### src/rtl/multi_pattern_generator.sv
// Registered video test-pattern source: SMPTE bars, ramp, checker, solid.
// Ports: clk/rstn, i_hcount/i_vcount, i_mode, i_solid_rgb, i_scroll_en in; o_red/o_grn/o_blu, o_de, o_mode out.
module multi_pattern_generator #(
  parameter int HMAX        = 800,
  parameter int VMAX        = 600,
  parameter int HA          = 640,
  parameter int VA          = 480,
  parameter int CW          = 8,
  parameter int CHK_LOG2    = 5,
  parameter int SCROLL_STEP = 4
) (
  input  logic                     clk,
  input  logic                     rstn,
  input  logic [$clog2(HMAX)-1:0]  i_hcount,
  input  logic [$clog2(VMAX)-1:0]  i_vcount,
  input  logic [1:0]               i_mode,
  input  logic [3*CW-1:0]          i_solid_rgb,
  input  logic                     i_scroll_en,
  output logic [CW-1:0]            o_red,
  output logic [CW-1:0]            o_grn,
  output logic [CW-1:0]            o_blu,
  output logic                     o_de,
  output logic [1:0]               o_mode
);

  localparam int HW   = $clog2(HMAX);
  localparam int VW   = $clog2(VMAX);
  localparam int VTOP = VA * 67 / 100;
  localparam int VMID = VTOP + VA * 8 / 100;
  localparam int HX   = HA / 7;
  localparam int HY   = HA * 5 / 28;
  localparam int HS   = HA / 21;

  localparam logic [HW:0] HA_W = (HW+1)'(HA);
  localparam logic [HW:0] STEP = (HW+1)'(SCROLL_STEP);

  localparam logic [HW:0] C1 = (HW+1)'(HX);
  localparam logic [HW:0] C2 = (HW+1)'(2*HX);
  localparam logic [HW:0] C3 = (HW+1)'(3*HX);
  localparam logic [HW:0] C4 = (HW+1)'(4*HX);
  localparam logic [HW:0] C5 = (HW+1)'(5*HX);
  localparam logic [HW:0] C6 = (HW+1)'(6*HX);

  // PLUGE region: four HS-wide segments after the +Q block,
  // remainder of the line is black.
  localparam logic [HW:0] B1 = (HW+1)'(HY);
  localparam logic [HW:0] B2 = (HW+1)'(2*HY);
  localparam logic [HW:0] B3 = (HW+1)'(3*HY);
  localparam logic [HW:0] B4 = (HW+1)'(3*HY + HS);
  localparam logic [HW:0] B5 = (HW+1)'(3*HY + 2*HS);
  localparam logic [HW:0] B6 = (HW+1)'(3*HY + 3*HS);
  localparam logic [HW:0] B7 = (HW+1)'(3*HY + 4*HS);

  localparam logic [23:0] TOP_C [8] = '{
    24'h686868, 24'hB4B410, 24'h10B4B4, 24'h10B410,
    24'hB410B4, 24'hB41010, 24'h1010B4, 24'h1010B4};
  localparam logic [23:0] MID_C [8] = '{
    24'h1010B4, 24'h101010, 24'hB410B4, 24'h101010,
    24'h10B4B4, 24'h101010, 24'h686868, 24'h686868};
  localparam logic [23:0] BOT_C [8] = '{
    24'h10466A, 24'hEBEBEB, 24'h481076, 24'h101010,
    24'h1A1A1A, 24'h101010, 24'h060606, 24'h101010};

  function automatic logic [CW-1:0] sc(input logic [7:0] c);
    logic [CW-1:0] t;
    t = CW'(c);
    return t << (CW - 8);
  endfunction

  logic [HW-1:0] offset;
  logic          fs;
  logic          active;
  logic [HW:0]   off_sum;
  logic [HW:0]   off_wrap;
  logic [HW-1:0] off_use;
  logic [HW:0]   x_sum;
  logic [HW:0]   xe;
  logic [1:0]    mode_use;
  logic [2:0]    col;
  logic [2:0]    seg;
  logic [23:0]   bar;
  logic [CW-1:0] ramp;
  logic          chk;
  logic [CW-1:0] pr, pg, pb;

  assign fs     = (i_hcount == '0) && (i_vcount == '0);
  assign active = (i_hcount < HW'(HA)) && (i_vcount < VW'(VA));

  // The new mode and scroll offset both apply to the frame-start pixel itself.
  assign mode_use = fs ? i_mode : o_mode;
  assign off_sum  = {1'b0, offset} + STEP;
  assign off_wrap = (off_sum >= HA_W) ? off_sum - HA_W : off_sum;
  assign off_use  = (fs && i_scroll_en) ? off_wrap[HW-1:0] : offset;

  assign x_sum = {1'b0, i_hcount} + {1'b0, off_use};
  assign xe    = (x_sum >= HA_W) ? x_sum - HA_W : x_sum;

  always_comb begin
    col = 3'd6;
    if      (xe < C1) col = 3'd0;
    else if (xe < C2) col = 3'd1;
    else if (xe < C3) col = 3'd2;
    else if (xe < C4) col = 3'd3;
    else if (xe < C5) col = 3'd4;
    else if (xe < C6) col = 3'd5;
  end

  always_comb begin
    seg = 3'd7;
    if      (xe < B1) seg = 3'd0;
    else if (xe < B2) seg = 3'd1;
    else if (xe < B3) seg = 3'd2;
    else if (xe < B4) seg = 3'd3;
    else if (xe < B5) seg = 3'd4;
    else if (xe < B6) seg = 3'd5;
    else if (xe < B7) seg = 3'd6;
  end

  always_comb begin
    bar = BOT_C[seg];
    if (i_vcount < VW'(VTOP))      bar = TOP_C[col];
    else if (i_vcount < VW'(VMID)) bar = MID_C[col];
  end

  assign ramp = CW'(xe);
  assign chk  = xe[CHK_LOG2] ^ i_vcount[CHK_LOG2];

  always_comb begin
    pr = '0;
    pg = '0;
    pb = '0;
    unique case (mode_use)
      2'd0: begin
        pr = sc(bar[23:16]);
        pg = sc(bar[15:8]);
        pb = sc(bar[7:0]);
      end
      2'd1: begin
        pr = ramp;
        pg = ramp;
        pb = ramp;
      end
      2'd2: begin
        pr = {CW{chk}};
        pg = {CW{chk}};
        pb = {CW{chk}};
      end
      default: begin
        pr = i_solid_rgb[3*CW-1:2*CW];
        pg = i_solid_rgb[2*CW-1:CW];
        pb = i_solid_rgb[CW-1:0];
      end
    endcase
  end

  always_ff @(posedge clk) begin
    if (!rstn) begin
      o_red  <= '0;
      o_grn  <= '0;
      o_blu  <= '0;
      o_de   <= 1'b0;
      o_mode <= 2'd0;
      offset <= '0;
    end else begin
      if (fs) o_mode <= i_mode;
      offset <= off_use;
      o_de   <= active;
      o_red  <= active ? pr : '0;
      o_grn  <= active ? pg : '0;
      o_blu  <= active ? pb : '0;
    end
  end

endmodule

### config.mk
export PLATFORM = sky130hd
export DESIGN_NAME = multi_pattern_generator
export DESIGN_NICKNAME = d
export VERILOG_FILES = /design/src/rtl/multi_pattern_generator.sv
export SDC_FILE = /design/constraint.sdc
export NUM_CORES = 1
export LEC_CHECK = 0
export ABC_AREA = 1
export CAP_MARGIN = 25
export CORE_ASPECT_RATIO = 0.5
export CORE_MARGIN = 8
export CORE_UTILIZATION = 44
export CTS_BUF_LIST = sky130_fd_sc_hd__clkbuf_2 sky130_fd_sc_hd__clkbuf_4 sky130_fd_sc_hd__clkbuf_8
export DETAILED_ROUTE_END_ITERATION = 8
export GPL_TIMING_DRIVEN = 0
export PLACE_DENSITY = 0.75
export SYNTH_ARGS = -nofsm -noshare
export SYNTH_HDL_FRONTEND = slang
export SYNTH_SLANG_ARGS = --single-unit
export TNS_END_PERCENT = 20
### constraint.sdc
create_clock -name clk -period 6.37 [get_ports clk]
set_input_delay 1.911 -clock clk [delete_from_list [all_inputs] [get_ports clk]]
set_output_delay 1.911 -clock clk [all_outputs]
set_load 0.05 [all_outputs]
==> impl_metrics.env <==
export IMPL_cts_tree="done"
export IMPL_place_inst=657
export IMPL_wl_um=9073
export IMPL_start_kind="input port"
export IMPL_crit_start="i_hcount[3]"
export IMPL_synth_edf_count=0
export IMPL_worst_pin_slew_ns=0.8395
export IMPL_crit_arrival_ns=6.31
export IMPL_worst_setup_path_end_kind="flop"
export IMPL_setup_viol=0
export IMPL_drt_pass1_iter_count=5
export IMPL_rows=21
export IMPL_core_area_mm2=0.006726
export IMPL_clk_latency_ns=0.30
export IMPL_peakVddDrop_v=0.00008815
export IMPL_dp_hpwl_um=7221
export IMPL_hp_class="reg -> reg"
export IMPL_max_clock_freq_mhz=164.6
export IMPL_place_gp_congestion=0.9029
export IMPL_p_int_uw=439.4
export IMPL_worst_clock_skew_ns=0.004457
export IMPL_p_sw_uw=237.8
export IMPL_cts_buffers=5
export IMPL_syn_nets=557
export IMPL_cap_violations=0
export IMPL_routedWlPerCell_um=13.42
export IMPL_antenna_left=0
export IMPL_grt_pass1_vias=3190
export IMPL_hp_start="offset[8]"
export IMPL_htreeDepth=2
export IMPL_yosysUniqueCellTypes=43
export IMPL_ys_ff_latch=35
export IMPL_relSlewSlack=0.4403
export IMPL_synth_flop_cell="dfxtp_1"
export IMPL_die_area_mm2=0.01007
export IMPL_post_route_util=0.6429
export IMPL_drive_above_1_share=0.1492
export IMPL_path_class="in -> reg"
export IMPL_p_seq_frac=0.336
export IMPL_numClockSinks=35
export IMPL_vias_per_cell=5.019
export IMPL_path_clk_slew_ns=0.08
export IMPL_start_util=0.4565
export IMPL_vias=3393
export IMPL_grt_pass1_wl_um=14770
export IMPL_io_pins=76
export IMPL_dr_first_iter_drc_count=219
export IMPL_clock_power_share=0.308
export IMPL_clockBufferDepth=2
export IMPL_stdcell_count=676
export IMPL_syn_inst=490
export IMPL_reg2reg_from="offset[2]"
export IMPL_async_reset_ff_frac=0
export IMPL_root_buffer="clkbuf_8"
export IMPL_ys_warn_count=0
export IMPL_dp_slack_ns=-0.9050
export IMPL_remaining_drc_errors=0
export IMPL_stdcell_area_mm2=0.004324
export IMPL_swShare=0.3512
export IMPL_hold_violations=0
export IMPL_die_w_um=134.1
export IMPL_yosysSeqAreaShare=0.2282
export IMPL_dpl_cell_area_mm2=0.003936
export IMPL_report_final_slew_viol_count=0
export IMPL_holdWs_ns=0.5462
export IMPL_synthToLayoutAreaGrowth_pct=40.83
export IMPL_comb_power_share=0.356
export IMPL_status="finished, final reports clean"
export IMPL_grtUsageTotal=0.1802
export IMPL_critPathMaxFanout=10
export IMPL_worstPathRequired_ns=6.61
export IMPL_cellPowerDensity_mw_per_mm2=156.6
export IMPL_grt_overflow_total=0
export IMPL_synth_area_mm2=0.003070
export IMPL_min_period_ns=6.074
export IMPL_fin_ws_ns=0.2961
export IMPL_antenna_found_initial=1
export IMPL_postSynthAreaPerCell_um2=6.266
export IMPL_final_nets=649
export IMPL_slowest_stage="clkdlybuf4s50_1"
export IMPL_slowest_delay_ns=0.49
export IMPL_die_h_um=75.07
export IMPL_p_leak_nw=2.080
export IMPL_portBuffers=75
export IMPL_grt_max_degree=13
export IMPL_fin_crit_sh=0.9535
## cell families (layout without fill, tap and decap cells)
group	Yosys count	after routing	share of synthesized area
AO/OA/AOI/OAI	100	100	0.1793
adder cells (fa/ha/maj)	18	18	0.07579
buffers and inverters	85	178	0.1055
multiplexers	2	2	0.006520
AND/OR/NAND/NOR	240	240	0.3712
flip-flops	35	35	0.2282
XOR/XNOR	10	10	0.03342
other	0	1	0
## worst max-delay path: cells and delay by family
family                   cells  cell delay [ns]
XOR/XNOR                     1             0.14
adder cells (fa/ha/maj)      3             0.72
buffers and inverters        8             1.16
AO/OA/AOI/OAI                5             0.89
AND/OR/NAND/NOR             14             1.48
## power groups by stage
stage,clock [mW],sequential (mW),combinational [mW]
after floorplan,0,0.259,0.118
after global placement,0,0.233,0.217
after detailed placement,0,0.233,0.218
after CTS,0.211,0.228,0.224
after global routing,0.222,0.228,0.264
final,0.209,0.228,0.241
## Yosys cell counts, types with 2 or more instances
cell / number / share of area
nor3b_1: 2 / 0.0049
dfxtp_1: 35 / 0.23
a31oi_1: 2 / 0.0041
nand2_1: 105 / 0.13
nor2_1: 46 / 0.056
mux2i_1: 2 / 0.0065
ha_1: 17 / 0.069
or2_2: 2 / 0.0041
clkbuf_1: 6 / 0.0073
o21ai_0: 40 / 0.065
inv_2: 4 / 0.0049
nor3_1: 7 / 0.011
o21ai_1: 6 / 0.0098
nand3_1: 34 / 0.055
a21oi_1: 38 / 0.062
nand2_2: 12 / 0.024
nor2_2: 5 / 0.010
o211ai_1: 5 / 0.012
or2_1: 2 / 0.0041
nand3_2: 6 / 0.020
nand2_4: 7 / 0.026
o21bai_1: 2 / 0.0049
nand4_1: 7 / 0.014
inv_1: 70 / 0.086
clkinv_1: 4 / 0.0049
xor2_1: 7 / 0.020
## per-stage QoR
step | total power [mW] | setup TNS [ns]
final | 0.6772 | 0
after global routing | 0.7142 | -0.3158
after CTS | 0.6630 | 0
after detailed placement | 0.4512 | -15.83
after global placement | 0.4495 | -15.78
after floorplan | 0.3767 | 0
## layout by cell type, fill, tap and decap left out, types with 2 or more instances in the layout
| cell | Yosys | routed |
|---|---|---|
| nor3b_1 | 2 | 2 |
| clkdlybuf4s50_1 | 0 | 65 |
| dfxtp_1 | 35 | 35 |
| nand3_1 | 34 | 31 |
| clkbuf_8 | 0 | 5 |
| xor2_1 | 7 | 6 |
| dlymetal6s2s_1 | 0 | 9 |
| o211ai_1 | 5 | 5 |
| ha_1 | 17 | 14 |
| nand2_2 | 12 | 15 |
| o21ai_1 | 6 | 9 |
| nand3_2 | 6 | 8 |
| nand2_1 | 105 | 100 |
| a21oi_2 | 1 | 3 |
| nor3_1 | 7 | 4 |
| nor2_1 | 46 | 45 |
| mux2i_1 | 2 | 2 |
| or2_1 | 2 | 2 |
| clkbuf_1 | 6 | 5 |
| buf_4 | 0 | 9 |
| nand4_1 | 7 | 7 |
| a31oi_1 | 2 | 2 |
| o21bai_1 | 2 | 2 |
| nor3_2 | 0 | 3 |
| nand2_4 | 7 | 9 |
| or2_2 | 2 | 2 |
| inv_2 | 4 | 6 |
| nor2_2 | 5 | 5 |
| ha_2 | 0 | 2 |
| inv_1 | 70 | 68 |
| a21oi_1 | 38 | 36 |
| o21ai_0 | 40 | 36 |
| clkinv_1 | 4 | 3 |
## final cells by class
cell class | instances | area [um^2]
diodes | 1 | 2.502
repair buffers | 85 | 860.8
clock inverters | 3 | 43.79
flip-flops and latches | 35 | 700.7
inverters | 79 | 305.3
multi-input cells | 370 | 2193
plain buffers | 6 | 33.78
clock buffers | 5 | 68.82
well taps | 92 | 115.1
fillers | 651 | 2402
## routing by layer
| layer | part of all wire | track usage | routed length, um |
|---|---|---|---|
| met4 | 0.013 | 0.04316 | 121 |
| met3 | 0.056 | 0.03995 | 504 |
| met2 | 0.44 | 0.3169 | 4004 |
| met5 | 0 | 0 | 0 |
| met1 | 0.49 | 0.2228 | 4443 |
## repair_timing
item	4_1_cts	5_1_grt
hold buffers	0	0
buffers inserted	3	7
gates resized for setup	15	38
pin swaps	4	16
endpoints found under the setup margin	22	22
## path summary, 6_finish.rpt
check | end | slack, ns | cells after the start
max | o_red[5] | 0.30 | 31
min | offset[8] | 0.55 | 2
max reg2reg | o_red[5] | 1.18 | 30
min reg2reg | offset[8] | 0.55 | 2
## state kept, by name, indices dropped and copies added, names as in the netlist
register and flops:
o_grn 8, o_de 1, o_blu 8, o_mode 2, offset 8, o_red 8
Power figures use the tool's default switching activity.
